==> src/rtl/rv32i_pkg.sv <==
// Shared pipeline types and widths for the rv32i core: datapath/address widths,
// forwarding-select and hazard-FSM encodings, and the register-match helper.
package rv32i_pkg;

    localparam int DPW = 32;
    localparam int ADW = 5;

    typedef enum logic [1:0] {
        FWD_RF = 2'b00,
        FWD_W  = 2'b01,
        FWD_M  = 2'b10
    } fwd_sel_t;

    typedef enum logic {
        HOLD = 1'b0,
        RUN  = 1'b1
    } hz_state_t;

    // x0 is hard-wired to zero, so it can never carry a dependency.
    function automatic logic reg_match(input logic [ADW-1:0] src,
                                       input logic [ADW-1:0] dst,
                                       input logic           we);
        return we && (src != '0) && (src == dst);
    endfunction

endpackage

==> src/rtl/hz_sat_counter.sv <==
// CNT_W-wide up-counter with enable that sticks at all-ones instead of wrapping.
module hz_sat_counter #(
    parameter int CNT_W = 16
) (
    input  logic             clk,
    input  logic             arst_n,
    input  logic             en_i,
    output logic [CNT_W-1:0] cnt_o
);

    logic [CNT_W-1:0] cnt_q, cnt_d;

    // NOTE: every signal assigned in always_comb gets a default first, so no path infers a latch.
    always_comb begin
        cnt_d = cnt_q;
        if (en_i && (cnt_q != '1)) begin
            cnt_d = cnt_q + CNT_W'(1);
        end
    end

    // NOTE: sequential state uses non-blocking assignments so all flops update together at the edge.
    always_ff @(posedge clk or negedge arst_n) begin
        if (!arst_n) begin
            cnt_q <= '0;
        end else begin
            cnt_q <= cnt_d;
        end
    end

    assign cnt_o = cnt_q;

endmodule

==> src/rtl/hazard_ctrl.sv <==
// Pipeline hazard unit: post-reset hold, RAW stall/flush decision, operand forwarding
// and stall/flush performance counters. Define HAZARD_FWD_EN to enable forwarding.
module hazard_ctrl
    import rv32i_pkg::*;
#(
    parameter int HOLD_CYC = 2,
    parameter int CNT_W    = 16
) (
    input  logic             clk,
    input  logic             arst_n,
    input  logic [ADW-1:0]   addr_1,
    input  logic [ADW-1:0]   addr_2,
    input  logic [ADW-1:0]   RdE,
    input  logic [ADW-1:0]   RdM,
    input  logic [ADW-1:0]   RdW,
    input  logic             regwriteE,
    input  logic             regwriteM,
    input  logic             regwriteW,
    input  logic             resultsrcE,
    input  logic             branch_takenE,
    output logic             stallF,
    output logic             stallD,
    output logic             flushD,
    output logic             flushE,
    output logic [1:0]       fwdAE,
    output logic [1:0]       fwdBE,
    output logic [CNT_W-1:0] stall_cnt,
    output logic [CNT_W-1:0] flush_cnt
);

    localparam int HC_W = (HOLD_CYC < 2) ? 1 : $clog2(HOLD_CYC + 1);

    hz_state_t      state_q, state_d;
    logic [HC_W-1:0] hold_q, hold_d;
    logic [ADW-1:0] rs1e_q, rs2e_q;
    logic           raw_stall;
    fwd_sel_t       fwd_a_raw, fwd_b_raw;
    fwd_sel_t       fwd_a, fwd_b;
    logic           run;

    assign run = (state_q == RUN);

    // HOLD lasts HOLD_CYC edges after reset release; RUN is absorbing.
    always_comb begin
        state_d = state_q;
        hold_d  = hold_q;
        if (state_q == HOLD) begin
            if (hold_q <= HC_W'(1)) begin
                state_d = RUN;
            end else begin
                hold_d = hold_q - HC_W'(1);
            end
        end
    end

    always_ff @(posedge clk or negedge arst_n) begin
        if (!arst_n) begin
            state_q <= HOLD;
            hold_q  <= HC_W'(HOLD_CYC);
            rs1e_q  <= '0;
            rs2e_q  <= '0;
        end else begin
            state_q <= state_d;
            hold_q  <= hold_d;
            rs1e_q  <= flushE ? '0 : addr_1;
            rs2e_q  <= flushE ? '0 : addr_2;
        end
    end

`ifdef HAZARD_FWD_EN
    function automatic fwd_sel_t fwd_pick(input logic [ADW-1:0] rs,
                                          input logic [ADW-1:0] rd_m, input logic we_m,
                                          input logic [ADW-1:0] rd_w, input logic we_w);
        if (reg_match(rs, rd_m, we_m)) return FWD_M;
        if (reg_match(rs, rd_w, we_w)) return FWD_W;
        return FWD_RF;
    endfunction

    // With M/W bypass, only a load in E or a W producer (no regfile write-through) must stall.
    assign raw_stall = (resultsrcE && (reg_match(addr_1, RdE, regwriteE) ||
                                       reg_match(addr_2, RdE, regwriteE)))
                     || reg_match(addr_1, RdW, regwriteW)
                     || reg_match(addr_2, RdW, regwriteW);
    assign fwd_a_raw = fwd_pick(rs1e_q, RdM, regwriteM, RdW, regwriteW);
    assign fwd_b_raw = fwd_pick(rs2e_q, RdM, regwriteM, RdW, regwriteW);
`else
    logic unused_fwd_sources;

    assign raw_stall = reg_match(addr_1, RdE, regwriteE) || reg_match(addr_2, RdE, regwriteE)
                    || reg_match(addr_1, RdM, regwriteM) || reg_match(addr_2, RdM, regwriteM)
                    || reg_match(addr_1, RdW, regwriteW) || reg_match(addr_2, RdW, regwriteW);
    assign fwd_a_raw = FWD_RF;
    assign fwd_b_raw = FWD_RF;
    assign unused_fwd_sources = ^{resultsrcE, rs1e_q, rs2e_q};
`endif

    // A taken branch squashes the wrong-path instructions and wins over any stall.
    always_comb begin
        stallF = 1'b1;
        stallD = 1'b1;
        flushD = 1'b0;
        flushE = 1'b1;
        fwd_a  = FWD_RF;
        fwd_b  = FWD_RF;
        if (run) begin
            fwd_a = fwd_a_raw;
            fwd_b = fwd_b_raw;
            if (branch_takenE) begin
                stallF = 1'b0;
                stallD = 1'b0;
                flushD = 1'b1;
                flushE = 1'b1;
            end else begin
                stallF = raw_stall;
                stallD = raw_stall;
                flushE = raw_stall;
            end
        end
    end

    assign fwdAE = fwd_a;
    assign fwdBE = fwd_b;

    hz_sat_counter #(.CNT_W(CNT_W)) u_stall_cnt (
        .clk    (clk),
        .arst_n (arst_n),
        .en_i   (run && stallD),
        .cnt_o  (stall_cnt)
    );

    hz_sat_counter #(.CNT_W(CNT_W)) u_flush_cnt (
        .clk    (clk),
        .arst_n (arst_n),
        .en_i   (run && branch_takenE),
        .cnt_o  (flush_cnt)
    );

endmodule
==> config.mk <==
export PLATFORM = sky130hd
export DESIGN_NAME = hazard_ctrl
export DESIGN_NICKNAME = d
export VERILOG_FILES = /design/src/rtl/rv32i_pkg.sv /design/src/rtl/hz_sat_counter.sv /design/src/rtl/hazard_ctrl.sv
export SDC_FILE = /design/constraint.sdc
export NUM_CORES = 1
export LEC_CHECK = 0
export BUFFER_PORTS_ARGS = -buffer_cell sky130_fd_sc_hd__buf_4
export CAP_MARGIN = 20
export CORE_MARGIN = 10
export CORE_UTILIZATION = 48
export CTS_BUF_LIST = sky130_fd_sc_hd__clkbuf_4
export CTS_CLUSTER_DIAMETER = 60
export CTS_CLUSTER_SIZE = 28
export DETAILED_ROUTE_END_ITERATION = 10
export PLACE_DENSITY = 0.79
export SLEW_MARGIN = 30
export SYNTH_ARGS = -nofsm -noshare
export SYNTH_HDL_FRONTEND = slang
export SYNTH_SLANG_ARGS = --single-unit
==> constraint.sdc <==
create_clock -name clk -period 2.2 [get_ports clk]
set_input_delay 0.44 -clock clk [delete_from_list [all_inputs] [get_ports clk]]
set_output_delay 0.44 -clock clk [all_outputs]
set_load 0.005 [all_outputs]
**Word level (Yosys, flattened, before mapping)**

Cells that the tools add are included.

- Bits in registers: 35
- Input port bits: 32
- Word-level logic and storage cells: 50

- Add/sub/neg operators: 3
- $lt $le $gt $ge: 1
- Equality and inequality tests: 8
- Muxes and demuxes: 8
- Bitwise gates (word level): 2
- Reduce and logical (&&, ||, !) cells: 24

Operator list:

| operator | count |
|---|---|
| adder 16 x 1 -> 16 bit, second input constant | 2 |
| inequality test 16 bit, second input constant | 2 |
| == test 5 bit | 6 |
| logical AND 1 bit | 16 |
| nonzero test 5 bit | 2 |
| 2-to-1 mux 1 bit | 8 |
| logical OR 1 bit | 5 |
| less-or-equal comparator 2 x 1 -> 1 bit, second input constant | 1 |
| NOT 1 bit | 2 |
| AND reduction 2 bit | 1 |
| subtractor 2 x 1 -> 2 bit, second input constant | 1 |

**Longest topological paths before layout**

- Depth in word-level cells: 12
- Gate-level depth with buffers: 7
- Mapped depth without buffers: 7

**By module**

A second synthesis with hierarchy kept.

- Cells, all modules: 216
- Area, all modules: 2,319.7 um2

By module, submodules not included:

| module | times used | cells each | area an instance (um2) | sequential area each (um2) |
|---|---|---|---|---|
| hz_sat_counter | 2 | 72 | 859.6 | 400.4 |
| hazard_ctrl | 1 | 72 | 600.6 | 76.3 |

**Worst setup path before layout**

Ideal clock, no wire load.

- Path kind: in2out
- Start: input port addr_2[1]
- End: output port stallF
- Arrival time: 1.938 ns
- Required time: 1.760 ns
- Setup slack: -0.178 ns
- Stages on the path: 7
- Cells stage by stage: or4_1 -> nor2_2 -> nor4_2 -> a41oi_4 -> and3_2 -> o21ai_0 -> buf_4

- Cells in the longest elaborated chain, start to end: 10
- Elaborated cells between the ends (all ways): 17
- Classes of those cells: eq/ne (3); mux (2); reduce/logical (12)

Ends and longest elaborated chain:

| item | RTL line | RTL |
|---|---|---|
| start: declaration | hazard_ctrl.sv:12 | `input logic [ADW-1:0] addr_2,` |
| nonzero test 5 bit | rv32i_pkg.sv:23 | `return we && (src != '0) && (src == dst);` |
| logical AND 1 bit (2 in a row) | rv32i_pkg.sv:23 |  |
| logical OR 1 bit | hazard_ctrl.sv:89 | `assign raw_stall = reg_match(addr_1, RdE, regwriteE) \|\| reg_match(addr_2, RdE, regwriteE)` |
| logical OR 1 bit (2 in a row) | hazard_ctrl.sv:90 | `\|\| reg_match(addr_1, RdM, regwriteM) \|\| reg_match(addr_2, RdM, regwriteM)` |
| logical OR 1 bit | hazard_ctrl.sv:91 | `\|\| reg_match(addr_1, RdW, regwriteW) \|\| reg_match(addr_2, RdW, regwriteW);` |
| logical OR 1 bit * | hazard_ctrl.sv:91 |  |
| 2-to-1 mux 1 bit * (2 in a row) | -- |  |
| end: declaration | hazard_ctrl.sv:21 | `output logic stallF,` |

Every way passes the cells marked *; elsewhere a longest branch is shown, timed or not.

**Worst setup path after layout**

- Start: input port addr_2[2]
- End: output port stallD

- Cells in the longest elaborated chain, start to end: 10
- Elaborated cells between the ends (all ways): 17
- Classes of those cells: eq/ne (3); mux (2); reduce/logical (12)

Ends and longest elaborated chain:

| item | RTL line | RTL |
|---|---|---|
| nonzero test 5 bit | rv32i_pkg.sv:23 |  |
| logical AND 1 bit (2 in a row) | rv32i_pkg.sv:23 |  |
| logical OR 1 bit | hazard_ctrl.sv:89 |  |
| logical OR 1 bit (2 in a row) | hazard_ctrl.sv:90 |  |
| logical OR 1 bit | hazard_ctrl.sv:91 |  |
| logical OR 1 bit * | hazard_ctrl.sv:91 |  |
| 2-to-1 mux 1 bit * | hazard_ctrl.sv:108 | `if (branch_takenE) begin` |
| 2-to-1 mux 1 bit * | hazard_ctrl.sv:105 | `if (run) begin` |
| end: declaration | hazard_ctrl.sv:22 | `output logic stallD,` |

Marked as above.

==> out/metrics.yaml <==
grt_pass1_wl_um: 9970
htreeDepth: 2
critPathCaptureType: "output pin"
layoutNonFillerInstCount: 367
ys_async_sr_fraction_pct: 100
grt_util_all_layers_pct: 15.7
post_synth_num_cell_types: 41
pre_cts_slack_ns: -0.233
critPathMaxFanout: 3
final_common_cell: "buf_4"
fin_crit_ns: 2.34
synthFlopType: "dfrtp_1"
wl_um: 6530
die-area_um2: 7880
post-route-util_pct: 69.9
antenna_found_initial: 0
drive_above_1_share_pct: 37.8
netlist_area_um2: 2270
cts_tree: "yes"
n_fill_cell: 344
ant_nets: 0
critical_path_class: "input pin to output pin"
crit_arrival_ns: 1.90
rows: 24
numCtsBuffers: 5
syn_to_final_growth_pct: 37.7
place_hpwl_um: 4730
cts_hold_buf: 0
finalPower_mw: 1.88
yosys_warnings: 0
drv_cap: 0
gr-total-overflow: 0
die_height_um: 88.8
irDropWorstVdd_v: 0.000297
placed_cells: 355
required_ns: 1.76
max_freq_ghz: 0.427
switching_power_uw: 601
synth_edf_count: 0
start_util_pct: 50.7
grt_setup_unrepaired: "true"
power_frac_comb_pct: 29.5
slew_viol_final: 0
finalHoldViolCount: 0
final.setup.tns_ns: -0.424
clockPowerShare_pct: 24.6
setup_ws_ns: -0.144
start_kind: "input pin"
grt_max_degree: 36
sequentialPowerShare_pct: 45.8
clkTransAtPathRegs_ns: 0.12
num_vias: 2108
fin_crit_sh_pct: 107
leakagePower_nw: 1.44
root_buffer: "clkbuf_4"
design_area_um2: 3130
nets: 349
syn_inst: 225
wl_per_cell_um: 17.8
whs_ns: 0.0284
diodes: 0
p_sw_share_pct: 31.9
drtIter0Drc: 140
grt_pass1_vias: 2166
clock_skew_ns: 0.0142
synth_seq_area_share_pct: 38.6
syn-mean-instance-area_um2: 10.1
clock_latency_ns: 0.34
routabilityCongestion: 0.953
core_area_um2: 4470
power_density_nw_per_um2: 603
synth_seq_cells: 35
violations: "setup timing"
postPlaceCellArea_um2: 2920
outcome: "finished, violations left"
p_int_mw: 1.28
clock_path_buffers: 2
setup_violations: 3
port_buffers: 66
drc: 0
final_cell_mix: "83 x buf_4, 34 x dfrtp_1, 30 x xor2_1, 23 x xnor2_1, 15 x nand3_1"
vias_per_cell: 5.74
ios: 72
die_w_um: 88.8
cts.sinks: 35
hp-class: "input pin to asynchronous set/reset pin"
first_pass_iters: 4
-- power by group through the flow --
stage | sequential, mW | clock (mW) | combinational, mW
after floorplan | 0.851 | 0 | 0.231
after global placement | 0.867 | 0 | 0.509
after detailed placement | 0.873 | 0 | 0.526
after CTS | 0.863 | 0.487 | 0.540
after global routing | 0.881 | 0.505 | 0.610
final | 0.863 | 0.464 | 0.557
-- flip-flops by register name, indices dropped and copies added (netlist names) --
name	count
u_stall_cnt.cnt_o	16
hold_q	2
run	1
u_flush_cnt.cnt_o	16
-- worst paths after layout --
check	startpoint	slack (ns)	to	cells after the start
min in group clk	hold_q[0]	0.49	hold_q[0]	1
worst min register to register	hold_q[0]	0.49	hold_q[0]	1
worst min-delay path	arst_n	0.03	u_flush_cnt.cnt_o[10]	1
worst max-delay path	addr_2[2]	-0.14	stallD	8
worst max register to register	u_stall_cnt.cnt_o[0]	0.22	u_stall_cnt.cnt_o[13]	6
max in group asynchronous	arst_n	1.83	hold_q[1]	1
-- routing by layer --
metal / track usage [%] / wire length (um) / vias up
met5: 0 / 0 / -
li1: - / - / 987
met1: 17.3 / 2510 / 1018
met3: 4.69 / 529 / 8
met2: 28.9 / 3430 / 95
met4: 3.52 / 55 / 0
-- layout make-up --
| cell class | count | area [um2] | share of cell area (%) |
|---|---|---|---|
| Sequential cell | 35 | 877 | 28.1 |
| Timing Repair Buffer | 87 | 668 | 21.4 |
| Tap cell | 52 | 65.1 | 2.08 |
| Clock buffer | 5 | 37.5 | 1.20 |
| Clock inverter | 3 | 43.8 | 1.40 |
| Inverter | 6 | 22.5 | 0.721 |
| Multi-Input combinational cell | 179 | 1410 | 45.2 |
-- critical path: stages --
cell	delay (ns)
buf_6	0.09
or4_4	0.53
nor2_4	0.16
nor4_4	0.05
a41oi_4	0.18
and3_4	0.24
o21ai_2	0.06
buf_4	0.14
-- what timing repair did --
item                                    in CTS  in global routing
endpoints found under the setup margin       3                  3
endpoints found under the hold margin        0                  0
setup buffers                                3                  1
gates resized for setup                      6                  9
pin swaps                                    3                  5
-- Yosys cell counts (all sizes together) (5+ instances only) --
| cell | number | area share, % |
|---|---|---|
| a31oi | 5 | 1.7 |
| a311oi | 7 | 3.0 |
| nand4 | 14 | 3.9 |
| dfrtp | 34 | 37 |
| and4 | 5 | 1.9 |
| nand3 | 15 | 3.3 |
| buf | 7 | 2.6 |
| xor2 | 31 | 12 |
| and3 | 7 | 2.0 |
| nor2 | 12 | 2.1 |
| nand2 | 14 | 2.3 |
| o21ai | 5 | 1.1 |
| xnor2 | 26 | 10 |
| inv | 6 | 0.99 |
-- logic make-up after synthesis --
kind of cell               Yosys count  synth area share, %
DFF                                 35                 38.6
xor gates and xnor gates            57                 22.0
AOI/OAI and AO/OA                   28                 10.6
muxes                                3                 1.60
buffers and inverters               14                 3.80
and+or+nand+nor                     84                 21.5
adders and majority gates            3                 1.65
other                                1                0.165
Power figures use the tool's default switching activity.
